## src/rtl/json_rx_pkg.sv

```systemverilog
// Shared types and constants for the JSON feedback-frame decoder.
package json_rx_pkg;

    // Parser states; see the state table in json_rx_decoder.
    typedef enum logic [3:0] {
        IDLE,
        KEY_OPEN,
        KEY_CHAR,
        KEY_CLOSE,
        COLON,
        VAL_SIGN,
        VAL_INT,
        VAL_FRAC,
        WAIT_EOL,
        ERROR
    } state_t;

    localparam logic [7:0] CH_LBRACE = 8'h7B;  // {
    localparam logic [7:0] CH_RBRACE = 8'h7D;  // }
    localparam logic [7:0] CH_QUOTE  = 8'h22;  // "
    localparam logic [7:0] CH_COLON  = 8'h3A;  // :
    localparam logic [7:0] CH_COMMA  = 8'h2C;  // ,
    localparam logic [7:0] CH_DOT    = 8'h2E;  // .
    localparam logic [7:0] CH_MINUS  = 8'h2D;  // -
    localparam logic [7:0] CH_LF     = 8'h0A;  // \n
    localparam logic [7:0] CH_CR     = 8'h0D;  // \r
    localparam logic [7:0] CH_SPACE  = 8'h20;  // space

    // 10^n for small n; fixed loop bound keeps it synthesizable.
    function automatic logic [63:0] POW10(input int n);
        logic [63:0] r;
        r = 64'd1;
        for (int i = 0; i < 19; i++) begin
            if (i < n) r = r * 64'd10;
        end
        return r;
    endfunction

endpackage

```

## src/rtl/json_rx_decoder.sv

```systemverilog
// Streaming decoder for newline-terminated JSON feedback frames.
// Emits one (key, fixed-point value) record per pair; malformed frames are
// flushed up to the next newline and reported with frame_error.
//
// state     | meaning
// ----------+----------------------------------------------------------
// IDLE      | between frames, waiting for '{'
// KEY_OPEN  | expecting opening '"' of a key
// KEY_CHAR  | expecting the single key letter
// KEY_CLOSE | expecting closing '"' of a key
// COLON     | expecting ':'
// VAL_SIGN  | optional '-' then first integer digit
// VAL_INT   | integer digits, '.', or terminator
// VAL_FRAC  | fractional digits or terminator
// WAIT_EOL  | frame closed by '}', waiting for '\n'
// ERROR     | malformed frame, dropping bytes until '\n'
module json_rx_decoder
    import json_rx_pkg::*;
#(
    parameter int VALUE_W        = 32,
    parameter int FRAC_DIGITS    = 3,
    parameter int MAX_INT_DIGITS = 6
) (
    input  logic                      clk,
    input  logic                      rst,
    input  logic [7:0]                in_byte,
    input  logic                      in_valid,
    output logic                      in_ready,
    output logic [7:0]                field_key,
    output logic signed [VALUE_W-1:0] field_value,
    output logic                      field_last,
    output logic                      field_valid,
    input  logic                      field_ready,
    output logic                      frame_done,
    output logic                      frame_error
);

    localparam int CNT_W = 8;

    state_t state_q, state_d;

    logic [7:0]         key_q;
    logic [VALUE_W-1:0] int_acc, frac_acc;
    logic [CNT_W-1:0]   int_cnt, frac_cnt;
    logic               neg_q, val_end_q;

    logic accept, is_digit, is_alpha, is_space;
    logic [3:0] digit;
    logic digit_int, digit_frac, set_neg, set_end, new_key;
    logic load_field, last_d, pulse_done, pulse_err;
    logic [63:0] mag;
    logic [VALUE_W-1:0] value_d;

    // Single output slot, no bypass: stop taking bytes while a field waits.
    assign in_ready = !field_valid;
    assign accept   = in_valid && in_ready;
    assign is_digit = (in_byte >= 8'h30) && (in_byte <= 8'h39);
    assign is_alpha = ((in_byte >= 8'h41) && (in_byte <= 8'h5A)) ||
                      ((in_byte >= 8'h61) && (in_byte <= 8'h7A));
    assign is_space = (in_byte == CH_SPACE);
    assign digit    = in_byte[3:0];

    // State register.
    always_ff @(posedge clk or posedge rst) begin
        if (rst) state_q <= IDLE;
        else     state_q <= state_d;
    end

    // Next-state and datapath control decode for the accepted byte.
    always_comb begin
        state_d    = state_q;
        digit_int  = 1'b0;
        digit_frac = 1'b0;
        set_neg    = 1'b0;
        set_end    = 1'b0;
        new_key    = 1'b0;
        load_field = 1'b0;
        last_d     = 1'b0;
        pulse_done = 1'b0;
        pulse_err  = 1'b0;
        if (accept) begin
            if (in_byte == CH_LF && state_q != IDLE && state_q != WAIT_EOL) begin
                pulse_err = 1'b1;
                state_d   = IDLE;
            end else if (in_byte == CH_LBRACE && state_q != IDLE) begin
                state_d = ERROR;
            end else begin
                unique case (state_q)
                    IDLE: begin
                        if (in_byte == CH_LBRACE) state_d = KEY_OPEN;
                    end
                    KEY_OPEN: begin
                        if (in_byte == CH_QUOTE) state_d = KEY_CHAR;
                        else if (!is_space)      state_d = ERROR;
                    end
                    KEY_CHAR: begin
                        if (is_alpha) begin
                            new_key = 1'b1;
                            state_d = KEY_CLOSE;
                        end else begin
                            state_d = ERROR;
                        end
                    end
                    KEY_CLOSE: begin
                        if (in_byte == CH_QUOTE) state_d = COLON;
                        else                     state_d = ERROR;
                    end
                    COLON: begin
                        if (in_byte == CH_COLON) state_d = VAL_SIGN;
                        else if (!is_space)      state_d = ERROR;
                    end
                    VAL_SIGN: begin
                        if (in_byte == CH_MINUS && !neg_q) begin
                            set_neg = 1'b1;
                        end else if (is_digit) begin
                            digit_int = 1'b1;
                            state_d   = VAL_INT;
                        end else if (!is_space) begin
                            state_d = ERROR;
                        end
                    end
                    VAL_INT, VAL_FRAC: begin
                        // A space ends the number; only a terminator may follow.
                        if (is_digit && !val_end_q) begin
                            if (state_q == VAL_FRAC)                 digit_frac = 1'b1;
                            else if (int_cnt < CNT_W'(MAX_INT_DIGITS)) digit_int = 1'b1;
                            else                                     state_d = ERROR;
                        end else if (in_byte == CH_DOT && !val_end_q && state_q == VAL_INT) begin
                            state_d = VAL_FRAC;
                        end else if (is_space) begin
                            set_end = 1'b1;
                        end else if (in_byte == CH_COMMA) begin
                            load_field = 1'b1;
                            state_d    = KEY_OPEN;
                        end else if (in_byte == CH_RBRACE) begin
                            load_field = 1'b1;
                            last_d     = 1'b1;
                            state_d    = WAIT_EOL;
                        end else begin
                            state_d = ERROR;
                        end
                    end
                    WAIT_EOL: begin
                        if (in_byte == CH_LF) begin
                            pulse_done = 1'b1;
                            state_d    = IDLE;
                        end else if (in_byte != CH_CR && !is_space) begin
                            state_d = ERROR;
                        end
                    end
                    ERROR: state_d = ERROR;
                    default: state_d = IDLE;
                endcase
            end
        end
    end

    // Scale the accumulators; a short fraction is padded out to FRAC_DIGITS.
    always_comb begin
        mag = 64'(int_acc) * POW10(FRAC_DIGITS) +
              64'(frac_acc) * POW10(FRAC_DIGITS - int'(frac_cnt));
        value_d = neg_q ? VALUE_W'(-mag) : VALUE_W'(mag);
    end

    // Key, sign and digit accumulators; cleared when a new key is latched.
    always_ff @(posedge clk or posedge rst) begin
        if (rst) begin
            key_q     <= '0;
            int_acc   <= '0;
            frac_acc  <= '0;
            int_cnt   <= '0;
            frac_cnt  <= '0;
            neg_q     <= 1'b0;
            val_end_q <= 1'b0;
        end else begin
            if (new_key) begin
                key_q     <= in_byte;
                int_acc   <= '0;
                frac_acc  <= '0;
                int_cnt   <= '0;
                frac_cnt  <= '0;
                neg_q     <= 1'b0;
                val_end_q <= 1'b0;
            end
            if (set_neg) neg_q <= 1'b1;
            if (set_end) val_end_q <= 1'b1;
            if (digit_int) begin
                int_acc <= int_acc * VALUE_W'(10) + VALUE_W'(digit);
                int_cnt <= int_cnt + 1'b1;
            end
            // Digits beyond FRAC_DIGITS are truncated.
            if (digit_frac && frac_cnt < CNT_W'(FRAC_DIGITS)) begin
                frac_acc <= frac_acc * VALUE_W'(10) + VALUE_W'(digit);
                frac_cnt <= frac_cnt + 1'b1;
            end
        end
    end

    // Output slot and frame status pulses.
    always_ff @(posedge clk or posedge rst) begin
        if (rst) begin
            field_valid <= 1'b0;
            field_key   <= '0;
            field_value <= '0;
            field_last  <= 1'b0;
            frame_done  <= 1'b0;
            frame_error <= 1'b0;
        end else begin
            frame_done  <= pulse_done;
            frame_error <= pulse_err;
            if (load_field) begin
                field_valid <= 1'b1;
                field_key   <= key_q;
                field_value <= value_d;
                field_last  <= last_d;
            end else if (field_valid && field_ready) begin
                field_valid <= 1'b0;
            end
        end
    end

endmodule

```

## config.mk

```make
export PLATFORM = sky130hd
export DESIGN_NAME = json_rx_decoder
export DESIGN_NICKNAME = d
export VERILOG_FILES = /design/src/rtl/json_rx_pkg.sv /design/src/rtl/json_rx_decoder.sv
export SDC_FILE = /design/constraint.sdc
export NUM_CORES = 1
export LEC_CHECK = 0
export ABC_CLOCK_PERIOD_IN_PS = 60100
export CORE_ASPECT_RATIO = 0.8
export CORE_UTILIZATION = 50
export CTS_CLUSTER_DIAMETER = 100
export CTS_CLUSTER_SIZE = 30
export DETAILED_ROUTE_END_ITERATION = 12
export MAX_ROUTING_LAYER = met4
export PLACE_DENSITY = 0.76
export SLEW_MARGIN = 20
export SYNTH_ARGS = -nofsm -noshare
export SYNTH_HDL_FRONTEND = slang
export SYNTH_SLANG_ARGS = --single-unit
```

## constraint.sdc

```tcl
create_clock -name clk -period 60.1 [get_ports clk]
set_input_delay 9.015 -clock clk [delete_from_list [all_inputs] [get_ports clk]]
set_output_delay 9.015 -clock clk [all_outputs]
set_load 0.02 [all_outputs]
```

== Yosys cells after proc, flatten, opt, wreduce, memory -nomap -nowiden ==
Cells that the tools add are included.
Widths: inputs -> output; s select.
Cells by class
  add/sub/neg operators: 7
  multipliers: 22
  $lt $le $gt $ge: 27
  equal/unequal tests: 26
  multiplexer cells: 107
  reduce and logical (&&, ||, !) cells: 28
Operators by type and width (number)
  $mul 64x3->63 const B: 18
  $mux 64: 18
  $mux 32: 4
  $mux 4: 19
  $lt 5x9->1 const A: 8
  $add 32x4->32: 2
  $mul 32x3->31 const B: 2
  $mul 32x64->32: 1
  $mux 1: 61
  $eq 8x6->1 const B: 6
  $lt 4x9->1 const A: 4
  $pmux 4 s9: 1
  $add 32x32->32: 1
  $mul 32x7->29 const B: 1
  $neg 32->32: 1
  $lt 6x9->1 const A: 3
  $mux 8: 3
  $lt 3x9->1 const A: 2
  $add 8x1->8 const B: 2
  $eq 4x3->1 const B: 4
  $eq 8x7->1 const B: 2
  $ge 8x7->1 const B: 2
  $le 8x7->1 const B: 2
  $ne 5x5->1 const B: 3
  other kinds (23): 47
Storage, ports and cells
  bits in registers: 138
  output and inout bits: 45
  word-level logic and storage cells: 231

== Logic depth before layout (Yosys ltp) ==
  word-level depth: 43
  mapped depth: 145
  gate-level depth less buffers: 142

== Worst setup path after synthesis ==
Ideal clock, no wire load.
  kind: register to register
  start: register frac_cnt[2]
  end: register field_value[31]
  setup time: 0.129 ns
  arrival time: 29.984 ns
  required time: 59.971 ns
  setup slack: 29.987 ns
  cell stages (with the launch flop): 135
  path buffers: 6
  clock period less this slack: 30.113 ns
  cell sequence: dfrtp_1 clkbuf_1 inv_1 ha_1 nor2b_1 nand2_1 clkbuf_1 clkbuf_1 buf_1 nor2_1 ha_1 clkbuf_1 o21ai_1 o21ai_0 ha_1 ha_1 inv_1 fa_1 [... 99 more ...] xor2_1 xnor2_1 xnor2_1 xnor2_1 xnor2_1 xnor3_1 xor2_1 xnor3_1 xnor3_1 xnor3_1 xnor2_1 xor2_1 xnor3_1 xor2_1 xnor3_1 xnor2_1 xnor2_1 o21ai_1
Between the ends
  word-level cells in the longest chain between the ends: 43
  elaborated cells between the ends (all ways): 61
  those cells by class: add/sub: 3; mul: 19; order compare: 19; mux: 20
RTL lines
  start: declaration: line json_rx_decoder.sv:44  | logic [CNT_W-1:0] int_cnt, frac_cnt;
  start signal: assignment: line json_rx_decoder.sv:194  | frac_cnt <= frac_cnt + 1'b1;
  $sub 2x8->9 *: line json_rx_decoder.sv:161  | 64'(frac_acc) * POW10(FRAC_DIGITS - int'(frac_cnt));
  $lt 1x9->1: line json_rx_pkg.sv:34  | if (i < n) r = r * 64'd10;
  $mux 4: line json_rx_pkg.sv:34
  $mul 64x3->63: line json_rx_pkg.sv:34
  $mux 64: line json_rx_pkg.sv:34
  $mul 64x3->63: line json_rx_pkg.sv:34
  $mux 64: line json_rx_pkg.sv:34
  $mul 64x3->63: line json_rx_pkg.sv:34
  [... 27 more ...]
  $mul 64x3->63: line json_rx_pkg.sv:34
  $mux 64: line json_rx_pkg.sv:34
  $mul 64x3->63: line json_rx_pkg.sv:34
  $mux 64 *: line json_rx_pkg.sv:34
  $mul 32x64->32 *: line json_rx_decoder.sv:161
  $add 32x32->32 *: line json_rx_decoder.sv:160  | mag = 64'(int_acc) * POW10(FRAC_DIGITS) +
  $neg 32->32: line json_rx_decoder.sv:162  | value_d = neg_q ? VALUE_W'(-mag) : VALUE_W'(mag);
  $mux 32 *: line json_rx_decoder.sv:162
  end signal: assignment: line json_rx_decoder.sv:214  | field_value <= value_d;
  end: declaration: line json_rx_decoder.sv:30  | output logic signed [VALUE_W-1:0] field_value,
Mark *: on every way between the ends. The rest lies on a longest branch, timed or not.
A chain may end at the register's enable or synchronous reset.

== Worst setup path in the final report ==
Same ends and word-level chain as after synthesis.

==> results.py <==
metrics = {
    "clock_network": {
        "cts-root-buf": "clkbuf_16",
        "cts_sinks": 135,
        "cts_tree": "yes",
        "cts-resized-gates": 0,
        "cts_buffers": 17,
        "post_cts_buffers": 0,
        "clkLatencyLatePin_ns": 0.53,
        "ctsLongestPathBuffers": 2,
        "cts_hold_buf": 0,
        "cts.clk_slew.worst_paths_ns": 0.09,
        "cts.htree.levels": 4,
    },
    "synthesis": {
        "syn_nets": 8114,
        "syn-cell-area_mm2": 0.0537,
        "synth_cell_types": 90,
        "synth_flop_cell": "dfrtp_1",
        "yosys_warnings": 0,
        "syn_avg_cell_area_um2": 8.24,
        "synth-edff-count": 0,
        "postSynth.asyncResetShare_pct": 100,
        "syn_inst": 6524,
        "ys_seq_elements": 135,
        "synth-seq-area-share_pct": 6.29,
    },
    "hold_path": {
        "min_path_type": "flip-flop to flip-flop",
        "hp-start": "key_q[3]",
    },
    "detailed_routing": {
        "viasPerCell": 5.91,
        "drcViolationCount": 0,
        "drtIter0Drc": 3794,
        "postRouteAntennaNets": 0,
        "vias": 46600,
        "dr.pass1.iters": 6,
        "wire_per_inst_um": 19.2,
        "routed_wl_mm": 151,
    },
    "finish": {
        "num-nets-final": 8035,
        "final_common_cell": "ha_1",
        "register_area_mm2": 0.00338,
        "final_util_pct": 53.1,
        "final_cell_mix": "1030 x ha_1, 747 x nand2_1, 726 x inv_1, 548 x fa_1, 457 x o21ai_0",
        "diodes": 0,
        "fin_area_mm2": 0.0565,
        "multi_input_area_mm2": 0.0469,
        "areaGrowthSynthToFinish_pct": 5.07,
        "layout-drive-gt1-share_pct": 2.97,
        "fillers": 9886,
    },
    "sta": {
        "fin_crit_sh_pct": 55.6,
        "max_freq_mhz": 29.9,
        "maxSlewViolCount": 0,
        "setup_tns_ns": 0,
        "clock_skew_ns": 0.0295,
        "rsz0062_at_grt": "false",
        "relSlewSlack_pct": 24.3,
        "tightest_slew_ns": 1.11,
        "period_minus_slack_ns": 33.42,
        "hold_viol": 0,
        "finalSetupViolations": 0,
    },
    "floorplan": {
        "start_util_pct": 50.5,
        "die_h_um": 295,
        "die_w_um": 369,
        "num_io_pins": 57,
        "die-area_mm2": 0.109,
        "coreArea_mm2": 0.106,
        "rows": 107,
    },
    "worst_setup_path": {
        "worstReg2RegStart": "frac_cnt[2]",
        "crit_type": "flip-flop to flip-flop",
        "crit_path_max_incr_delay_ns": 0.78,
        "critPathMaxFanout": 22,
        "cp.required_ns": 60.50,
        "critPathSlowestCell": "a2111oi_0",
        "crit_path_end_kind": "flip-flop",
        "worstPathArrival_ns": 33.82,
        "reg2reg_slack_ns": 26.68,
        "crit_family": "adder cells",
        "crit_top_cell": "ha_1",
        "cp-start-kind": "flip-flop",
        "cp-startpoint": "frac_cnt[2]",
        "cp_num_buf_inv": 6,
    },
    "power": {
        "leakage_uw": 0.0295,
        "max-vdd-ir-drop_v": 0.0000594,
        "power_density_mw_per_mm2": 45.0,
    },
    "global_route": {
        "grtUsageMet3_pct": 6.63,
        "busiest_layer": "met2",
        "use_met2_pct": 42.8,
        "grt_overflow": 0,
        "grt_usage_pct": 29.0,
        "grt_util_met1_pct": 40.1,
        "antenna_found_initial": 1,
        "grt_pass1_vias": 46800,
        "grt_pass1_wl_mm": 248,
        "grt_max_degree": 125,
    },
    "place": {
        "globalplace.congestion": 0.975,
        "dp_hpwl_mm": 120,
        "dpl_cell_area_mm2": 0.0559,
        "port-buffer-count": 56,
    },
    "run": {
        "maxCapViolCount": 0,
    },
    "outcome": {
        "status": "finished clean",
    },
}
## worst register-to-register path: cells and delay by family (launching register included)
family | cells | cell delay [ns]
simple gates | 18 | 2.64
buf+inv | 6 | 1.06
flops | 1 | 0.56
mux | 1 | 0.30
xor+xnor | 25 | 5.02
compound gates | 38 | 8.63
fa+ha+maj | 43 | 15.03
## power by group
group / switching (uW) / internal (uW) / total, uW
Clock: 53.7 / 64.4 / 118
Sequential: 6.64 / 94.5 / 101
Combinational: 1440 / 886 / 2320
## worst paths after layout
kind,cells past startpoint,end
max,131,field_value[31]
min,2,key_q[3]
max reg2reg,131,field_value[31]
min reg2reg,2,key_q[3]
max in group asynchronous,3,frac_acc[26]
min in group asynchronous,2,field_last
## state kept, by name, summed over array words and instances (netlist names)
| signal | count |
|---|---|
| field_key | 8 |
| field_last | 1 |
| field_valid | 1 |
| field_value | 32 |
| frac_acc | 32 |
| frac_cnt | 8 |
| frame_done | 1 |
| frame_error | 1 |
| int_acc | 29 |
| int_cnt | 8 |
| key_q | 8 |
| neg_q | 1 |
| state_q | 4 |
| val_end_q | 1 |
## cell usage after synthesis (134+ instances only)
cell | count | area [um^2]
xnor2_1 | 319 | 2790
nor2_1 | 321 | 1200
a21oi_1 | 338 | 1690
clkbuf_1 | 197 | 739
fa_1 | 548 | 11000
a21o_1 | 144 | 1080
and2_1 | 134 | 838
dfrtp_1 | 135 | 3380
xor2_1 | 173 | 1520
inv_1 | 727 | 2730
nand2_1 | 747 | 2800
o21ai_0 | 459 | 2300
ha_1 | 1030 | 12900
## area by class of cell
type,instances,area share (%)
Multi-Input combinational cell,5436,83.0
Sequential cell,135,5.98
Inverter,729,4.86
Tap cell,1417,3.14
Timing Repair Buffer,126,1.95
Clock buffer,19,0.802
Clock inverter,13,0.277
## stage by stage
step | cells | worst slack (ns) | hold slack, ns | total power [uW]
after CTS | 7875 | 26.77 | 0.476 | 2500
after floorplan | 6524 | 29.99 | 0.430 | 1780
after detailed placement | 7843 | 26.96 | 0.459 | 2360
after global placement | 7843 | 27.65 | 0.456 | 2320
final | 7875 | 26.68 | 0.474 | 2540
after global routing | 7875 | 24.19 | 0.481 | 2810
## per-layer routing
layer / vias to the layer above / wire [um]
li1: 22200 / -
met1: 22500 / 69800
met2: 1688 / 63500
met3: 188 / 14200
met4: 0 / 3560
met5: - / 0
## logic make-up (layout without fill, tap and decap cells)
logic type                 Yosys count  in the layout  synth area share, %
and+or+nand+nor                   1810           1810                 15.7
buffers and inverters              953            887                 6.68
muxes                               26             26                0.533
AOI/OAI and AO/OA                 1523           1523                 18.1
adders and majority gates         1578           1578                 44.4
xor gates and xnor gates           499            499                 8.31
DFF                                135            135                 6.29
No activity file was read; power rests on OpenSTA's default activity.
